--- src/rtl/fm_operator_pair.sv ---
// Two-operator FM voice: a modulator sine offsets the carrier phase, one offset-binary
// sample per divided sample tick, produced by a fixed 4-cycle lookup pipeline.
module fm_operator_pair #(
    parameter int unsigned CLK_DIV   = 259,
    parameter int unsigned PHASE_W   = 16,
    parameter int unsigned SAMPLE_W  = 8,
    parameter int unsigned LUT_AW    = 8,
    parameter int unsigned DEPTH_W   = 8,
    parameter int unsigned MOD_SHIFT = 0
) (
    input  logic                clk_i,
    input  logic                rstn_i,
    input  logic                en_i,
    input  logic [PHASE_W-1:0]  car_freq_i,
    input  logic [PHASE_W-1:0]  mod_freq_i,
    input  logic [DEPTH_W-1:0]  depth_i,
    output logic                sample_val_o,
    output logic [SAMPLE_W-1:0] sample_data_o
);

    localparam int unsigned DIV_W = $clog2(CLK_DIV + 1);
    localparam int unsigned LUT_N = 2 ** LUT_AW;
    localparam int unsigned P_W   = SAMPLE_W + DEPTH_W + 1;
    localparam int unsigned ADR_SH = PHASE_W - LUT_AW;
    localparam logic [SAMPLE_W-1:0] MID = {1'b1, {(SAMPLE_W-1){1'b0}}};

    // round(A*sin(2*pi*k/N)) in 2^30 fixed point via quarter-wave symmetry and Taylor series
    function automatic longint sine_val(input int unsigned k);
        longint kk, n, quarter, quad, r, q, x, x2, term, sum, amp, mag;
        kk      = longint'(k);
        n       = longint'(LUT_N);
        quarter = n / 4;
        quad    = kk / quarter;
        r       = kk % quarter;
        q       = (quad == 1 || quad == 3) ? quarter - r : r;
        x       = (64'sd3373259426 * 2 * q) / n;
        x2      = (x * x) >>> 30;
        term    = x;
        sum     = x;
        for (int i = 1; i <= 6; i++) begin
            term = -((term * x2) >>> 30) / longint'((2 * i) * (2 * i + 1));
            sum  = sum + term;
        end
        amp = (longint'(1) << (SAMPLE_W - 1)) - 1;
        mag = (amp * sum + (longint'(1) << 29)) >>> 30;
        return (quad >= 2) ? -mag : mag;
    endfunction

    logic signed [SAMPLE_W-1:0] lut [LUT_N];

    for (genvar k = 0; k < LUT_N; k++) begin : g_lut
        localparam logic signed [SAMPLE_W-1:0] V = SAMPLE_W'(sine_val(k));
        assign lut[k] = V;
    end

    typedef enum logic [2:0] {IDLE, MOD_RD, SCALE, CAR_RD, OUT} state_t;

    state_t                     state_q;
    logic [DIV_W-1:0]           div_q;
    logic [PHASE_W-1:0]         car_phase_q;
    logic [PHASE_W-1:0]         mod_phase_q;
    logic [PHASE_W-1:0]         car_freq_q;
    logic [PHASE_W-1:0]         mod_freq_q;
    logic [DEPTH_W-1:0]         depth_q;
    logic signed [SAMPLE_W-1:0] m_q;
    logic [PHASE_W-1:0]         offset_q;
    logic                       tick_c;
    logic signed [P_W-1:0]      prod_c;
    logic [LUT_AW-1:0]          mod_addr_c;
    logic [LUT_AW-1:0]          car_addr_c;

    assign tick_c     = (div_q == DIV_W'(CLK_DIV));
    assign prod_c     = P_W'(m_q) * P_W'($signed({1'b0, depth_q}));
    assign mod_addr_c = LUT_AW'(mod_phase_q >> ADR_SH);
    assign car_addr_c = LUT_AW'((car_phase_q + offset_q) >> ADR_SH);

    // Divider, shadow capture and the IDLE->MOD_RD->SCALE->CAR_RD->OUT pipeline
    always_ff @(posedge clk_i or negedge rstn_i) begin
        if (!rstn_i) begin
            state_q       <= IDLE;
            div_q         <= '0;
            car_phase_q   <= '0;
            mod_phase_q   <= '0;
            car_freq_q    <= '0;
            mod_freq_q    <= '0;
            depth_q       <= '0;
            m_q           <= '0;
            offset_q      <= '0;
            sample_val_o  <= 1'b0;
            sample_data_o <= MID;
        end else begin
            div_q        <= tick_c ? '0 : div_q + DIV_W'(1);
            sample_val_o <= 1'b0;
            case (state_q)
                IDLE: begin
                    if (tick_c) begin
                        state_q <= MOD_RD;
                        if (en_i) begin
                            car_freq_q <= car_freq_i;
                            mod_freq_q <= mod_freq_i;
                            depth_q    <= depth_i;
                        end else begin
                            car_freq_q  <= '0;
                            mod_freq_q  <= '0;
                            depth_q     <= '0;
                            car_phase_q <= '0;
                            mod_phase_q <= '0;
                        end
                    end
                end
                MOD_RD: begin
                    m_q     <= lut[mod_addr_c];
                    state_q <= SCALE;
                end
                SCALE: begin
                    offset_q <= PHASE_W'(prod_c) <<< MOD_SHIFT;
                    state_q  <= CAR_RD;
                end
                CAR_RD: begin
                    sample_data_o <= lut[car_addr_c] + MID;
                    sample_val_o  <= 1'b1;
                    state_q       <= OUT;
                end
                OUT: begin
                    car_phase_q <= car_phase_q + car_freq_q;
                    mod_phase_q <= mod_phase_q + mod_freq_q;
                    state_q     <= IDLE;
                end
                default: state_q <= IDLE;
            endcase
        end
    end

endmodule
--- config.mk ---
export PLATFORM = sky130hd
export DESIGN_NAME = fm_operator_pair
export DESIGN_NICKNAME = d
export VERILOG_FILES = /design/src/rtl/fm_operator_pair.sv
export SDC_FILE = /design/constraint.sdc
export NUM_CORES = 1
export LEC_CHECK = 0
export BUFFER_PORTS_ARGS = -buffer_cell sky130_fd_sc_hd__buf_4
export CAP_MARGIN = 10
export CORE_MARGIN = 1.5
export CORE_UTILIZATION = 43
export CTS_CLUSTER_SIZE = 20
export DETAILED_ROUTE_END_ITERATION = 16
export HOLD_SLACK_MARGIN = 0.12
export PLACE_DENSITY_LB_ADDON = 0.08
export SLEW_MARGIN = 40
export SYNTH_ARGS = -nofsm -noshare
export SYNTH_HDL_FRONTEND = slang
export SYNTH_SLANG_ARGS = --single-unit
export TNS_END_PERCENT = 50
--- constraint.sdc ---
create_clock -name clk_i -period 6.62 [get_ports clk_i]
set_clock_uncertainty 0.1 [all_clocks]
set_input_delay 0.331 -clock clk_i [delete_from_list [all_inputs] [get_ports clk_i]]
set_output_delay 0.331 -clock clk_i [all_outputs]
set_load 0.1 [all_outputs]
Word-level counts from Yosys, hierarchy flattened
Memories as Yosys holds them, arrays and structs flattened. A register that Yosys moved wholly into a read port is not among the register bits.
Cells that the tools add are included.
{"block": "word_totals", "mem_count": 2, "input_bits": 43, "reg_bits": 109, "word_cells": 46, "mem_bits_ro": 4096, "out_inout_bits": 9}
{"name": "(no name shown)", "depth": 256, "width": 8, "rd": 1, "rd_ports_with_merged_regs": 0, "write_ports": 0, "line": "120", "text": "sample_data_o <= lut[car_addr_c] + MID;"}
{"name": "(no name shown)", "depth": 256, "width": 8, "rd": 1, "rd_ports_with_merged_regs": 1, "write_ports": 0, "line": "112", "text": "m_q <= lut[mod_addr_c];"}
{"block": "classes", "n_addsub": 5, "n_eq_ne": 7, "order_cmp": 1, "n_reduce_logical": 5, "n_bitwise": 2, "mux": 13, "mul": 1}
{"cell": "$mux 16", "n": 4}
{"cell": "$pmux 16 s2", "n": 2}
{"cell": "$add 16x16->16", "n": 3}
{"cell": "$mux 8", "n": 3}
{"cell": "$not 8->9", "n": 2}
{"cell": "$mul 8x9->16", "n": 1}
{"cell": "$pmux 3 s4", "n": 1}
{"cell": "$add 9x1->9 const B", "n": 1}
{"cell": "$eq 9x9->1 const B", "n": 1}
{"cell": "$ge 9x9->1 const B", "n": 1}
{"cell": "$mux 9", "n": 1}
{"cell": "$add 8x8->8 const B", "n": 1}
{"cell": "$eq 3x2->1 const B", "n": 2}
{"cell": "$ne 2x2->1 const B", "n": 2}
{"cell": "$eq 3x1->1 const B", "n": 1}
{"cell": "$eq 3x3->1 const B", "n": 1}
{"cell": "$logic_not 3->1", "n": 1}
{"cell": "$mux 3", "n": 1}
{"cell": "$reduce_and 3->1", "n": 1}
{"cell": "$reduce_and 2->1", "n": 1}
{"cell": "$reduce_bool 2->1", "n": 1}
{"cell": "$logic_not 1->1", "n": 1}
{"cell": "$mux 1", "n": 1}

Logic depth before layout (Yosys ltp)
{"block": "logic_depth", "word_depth": 6, "ltp_mapped": 22, "ltp_nobuf": 22}

Least setup slack after synthesis
Ideal clock, no wire load.
{"block": "synth_timing", "path_type": "reg-to-reg", "start": "register depth_q[6]", "end": "register offset_q[14]", "arrival_time_ps": 4354, "required_ps": 6424, "path_buffers": 1, "setup_slack_ps": 2071, "period_less_slack_ps": 4549, "setup_time_ps": 96, "stages_incl_launch_ff": 20, "path_cell_list": "dfrtp_1 clkbuf_1 and2_1 ha_1 fa_1 inv_1 fa_1 fa_1 inv_1 ha_1 nor2b_1 o21ai_0 a21boi_0 o21ai_0 a21boi_0 o21ai_0 a21boi_0 o21a_1 o21a_1 o31ai_1"}
{"block": "synth_via", "elab_chain_len": 1}
{"element": "start, declared", "line": "64", "text": "logic [DEPTH_W-1:0] depth_q;"}
{"element": "start signal, assigned", "line": "101", "text": "depth_q <= depth_i;"}
{"element": "$mul 8x9->16", "line": "73", "text": "assign prod_c = P_W'(m_q) * P_W'($signed({1'b0, depth_q}));"}
{"element": "end signal, assigned", "line": "116", "text": "offset_q <= PHASE_W'(prod_c) <<< MOD_SHIFT;"}
{"element": "end, declared", "line": "66", "text": "logic [PHASE_W-1:0] offset_q;"}
Every way passes these cells.
A chain may end at the register's enable or synchronous reset.

Final worst setup path
{"block": "layout_timing", "start": "register depth_q[4]", "end": "register offset_q[14]"}
Same word-level chain as after synthesis.

==> Implementation_results.wiki <==
{| class="wikitable"
! Metric !! Value
|-
| Post-synthesis simple-gate area fraction || between 20% and 30%
|-
| CTS tree || built
|-
| Leak || 6.44 nW
|-
| Mean instance size in the synthesized netlist || 7.75 µm²
|-
| Cell area after technology mapping || between 10,000 and 15,000 µm²
|-
| Area share of fa/ha/maj cells after synthesis || approximately 17%
|-
| Count of H-tree levels built during CTS || 4
|-
| Power density over the cells || 120 nW/µm²
|-
| Measured slew at the worst slew-check pin || 0.830 ns
|-
| Worst-skew pair later-pin latency || roughly 0.43 ns
|-
| Sum of negative setup slack || 0 ns
|-
| Crit path time final || between 5 and 6 ns
|-
| Outcome || complete, no violations
|-
| Hold Path Class || input pin to flop
|-
| Post-Place Worst Slack || around 1.6 ns
|-
| Non-filler instance count after layout || 2,037
|-
| Detail Route Antenna Nets || 0
|-
| Number of vias after detailed routing || between 10,000 and 15,000
|-
| Count of pins over their slew limit || 0
|-
| Total GRT Usage || between 20% and 30%
|-
| Endpoint required time on the critical path || around 6.9 ns
|-
| Count of synthesis-stage warnings from yosys || 0
|-
| Number of design rule violations left after detail routing || 0
|-
| Setup Viol. Count Final || 0
|-
| Maximum capacitance violations || 0
|-
| Tightest slew margin relative to the limit || 44.5%
|-
| Top-level port count || 52
|-
| Vias in the first global route || 11,200
|-
| Worst-case setup margin in the final layout || 1.55 ns
|-
| Routed wire per std cell || around 18 µm
|-
| Placed Cells || 1,963
|-
| Flip-flop cell with the highest count after synthesis || sky130_fd_sc_hd__dfrtp_1
|-
| Total power after layout || 1.70 mW
|-
| Dpl cell area || 13,100 µm²
|-
| Maximum count of clock buffers along a single path || 2
|-
| Number of enable-type register cells in the synthesized netlist || 0
|-
| Highest attainable clock frequency || 0.197 GHz
|-
| Share of flip-flops with an asynchronous set or reset || 100%
|-
| PostCTS Resize Cnt || 0
|-
| Fraction of final layout cells sized beyond drive strength 1 || 9.02%
|-
| Startpoint type of the worst setup path || flop
|-
| Post-synthesis xor/xnor area fraction || 4.05%
|-
| Growth of design area from synthesis to finish || 12.8%
|-
| Commonest cells after routing, fill and taps aside || sky130_fd_sc_hd__nand2_1 (248), sky130_fd_sc_hd__o21ai_0 (190), sky130_fd_sc_hd__dfrtp_1 (112)
|-
| Clock-pin slew on the worst setup and hold paths || 0.07 ns
|-
| Die Y || approximately 170 µm
|-
| Final worst hold slack || around 0.28 ns
|-
| Kind of end point of the critical path || flop
|-
| Total wire length || 37.1 mm
|-
| Most common library cell in the layout ignoring fill and taps || sky130_fd_sc_hd__nand2_1
|-
| Core Util, Final || 49.2%
|-
| Port Buffers || just over 50
|-
| Share of the yosys chip area belonging to registers || between 20% and 30%
|-
| Initial antenna violation count || 1
|-
| Synthesized flop and latch total || 117
|-
| Largest driver fanout on the critical path || 9
|-
| Post-synth cell types || between 80 and 90
|-
| Ratio of routed vias to standard cells || between 5 and 6
|-
| CTS Buf Count || 17
|-
| Syn Nets || about 1,800
|-
| DIE AREA || between 30,000 and 40,000 µm²
|-
| HPWL after detailed placement || around 27 mm
|-
| Pin count of the biggest net entering global routing || 80
|-
| Complex-gate fraction of the synthesized area || between 20% and 30%
|-
| GRT Residual Overflow || 0
|-
| Final layout net count || 1,828
|-
| Fin crit share || between 70% and 80%
|-
| Placer congestion estimate || 0.961
|-
| Main combinational cell family by area after synthesis || compound AO/OA/AOI/OAI gates
|-
| Kind of critical path || flop to flop
|-
| Site row count || between 60 and 70
|-
| Width of the die || between 150 and 200 µm
|-
| Largest voltage drop on the vdd net || about 170 µV
|-
| Fraction of synthesized area in multiplexers || under 10%
|-
| Number of optimization iterations in the first detailed-route pass || 6
|-
| RSZ-0062 raised after global routing || false
|-
| Starting DRC count in detailed routing || 1,143
|-
| Final hold vios || 0
|-
| Clock tree root buffer cell || sky130_fd_sc_hd__clkbuf_16
|-
| Final non-filler cell area || ~14,000 µm²
|-
| Instance count of the mapped netlist || between 1,500 and 2,000
|-
| Initial core utilization || ~44%
|-
| Core outline area || 28,700 µm²
|-
| Wire length of the first global-routing pass || 61.1 mm
|-
| TritonCTS Sinks || about 120
|-
| WP data arrival || about 5.3 ns
|}
## synth_stat cells (15+ instances only)
cell type	count	area, µm²
sky130_fd_sc_hd__o211ai_1	30	225
sky130_fd_sc_hd__a211oi_1	29	218
sky130_fd_sc_hd__nand3_1	40	200
sky130_fd_sc_hd__dfrtp_1	116	2900
sky130_fd_sc_hd__and2_1	46	288
sky130_fd_sc_hd__a21oi_1	92	460
sky130_fd_sc_hd__nand2_1	249	935
sky130_fd_sc_hd__o21ai_0	190	951
sky130_fd_sc_hd__xor2_1	21	184
sky130_fd_sc_hd__a31oi_1	19	119
sky130_fd_sc_hd__inv_1	89	334
sky130_fd_sc_hd__ha_1	107	1340
sky130_fd_sc_hd__o31ai_1	18	135
sky130_fd_sc_hd__buf_1	15	56.3
sky130_fd_sc_hd__clkbuf_1	74	278
sky130_fd_sc_hd__nor3_1	38	190
sky130_fd_sc_hd__buf_2	18	90.1
sky130_fd_sc_hd__nor2_1	107	402
sky130_fd_sc_hd__xnor2_1	35	307
sky130_fd_sc_hd__fa_1	39	781
## timing repair
item,4_1_cts,5_1_grt
hold buffers,41,0
setup buffers,0,0
setup endpoints to repair,0,0
hold endpoints to repair,79,0
## power by group
group          leakage [nW]  total [mW]  switching [mW]  internal, mW
Combinational          4.90      0.0643          0.0300        0.0343
Clock                 0.276       0.916           0.390         0.527
Sequential             1.26       0.715               0         0.715
## final cells by class
| type | instances | area [µm²] |
|---|---|---|
| fillers | 2838 | 14600 |
| multi-input cells | 1297 | 8840 |
| flip-flops and latches | 117 | 2930 |
| repair buffers | 112 | 947 |
| well taps | 384 | 480 |
| clock buffers | 18 | 429 |
| inverters | 94 | 354 |
| clock inverters | 14 | 143 |
| diodes | 1 | 2.50 |
## registers in the layout (all words and copies together), names as in the netlist
name and count:
sample_data_o 8, car_phase_q 16, depth_q 8, car_freq_q 16
offset_q 16, mod_phase_q 16, state_q 3, mod_freq_q 16
m_q 8, div_q 9, sample_val_o 1
## per-layer routing
metal	up-vias	GRT usage, %	share of wire (%)
li1	5819	-	-
met1	5710	36.2	47
met4	0	9.23	2.5
met5	-	0	0
met3	66	3.42	5.4
met2	429	38.4	45
## critical path, cell delays in order, from the launching register on
cell,delay [ns]
sky130_fd_sc_hd__dfrtp_1,0.50
sky130_fd_sc_hd__and2_1,0.20
sky130_fd_sc_hd__ha_1,0.27
sky130_fd_sc_hd__inv_1,0.05
sky130_fd_sc_hd__fa_1,0.50
sky130_fd_sc_hd__inv_1,0.04
sky130_fd_sc_hd__ha_1,0.26
sky130_fd_sc_hd__inv_1,0.04
sky130_fd_sc_hd__fa_1,0.42
sky130_fd_sc_hd__inv_1,0.06
sky130_fd_sc_hd__ha_1,0.16
sky130_fd_sc_hd__inv_1,0.06
sky130_fd_sc_hd__fa_1,0.46
sky130_fd_sc_hd__nor2b_1,0.12
sky130_fd_sc_hd__o21ai_0,0.10
sky130_fd_sc_hd__a21boi_0,0.32
sky130_fd_sc_hd__o21ai_0,0.16
sky130_fd_sc_hd__a21boi_0,0.28
sky130_fd_sc_hd__o21ai_0,0.15
sky130_fd_sc_hd__a21boi_0,0.30
sky130_fd_sc_hd__o21a_1,0.18
sky130_fd_sc_hd__nor3_1,0.05
sky130_fd_sc_hd__o31ai_1,0.19
## kinds of logic after synthesis
family / Yosys count
muxes: 17
xor gates and xnor gates: 57
adders and majority gates: 146
buffers and inverters: 203
DFF: 117
AOI/OAI and AO/OA: 518
and+or+nand+nor: 559
## path summary, 6_finish.rpt
check | from | end | depth (start not counted) | slack [ns]
max | depth_q[4]$_DFFE_PN0P_ | offset_q[14]$_DFFE_PN0N_ | 22 | 1.55
min | en_i | car_freq_q[9]$_DFFE_PN0P_ | 3 | 0.28
max reg2reg | depth_q[4]$_DFFE_PN0P_ | offset_q[14]$_DFFE_PN0N_ | 22 | 1.55
min reg2reg | div_q[0]$_DFF_PN0_ | div_q[0]$_DFF_PN0_ | 1 | 0.36
max in group asynchronous | rstn_i | mod_phase_q[15]$_DFFE_PN0P_ | 3 | 4.93
min in group asynchronous | rstn_i | sample_data_o[2]$_DFFE_PN0P_ | 2 | 0.33
No activity file was read; power rests on OpenSTA's default activity.
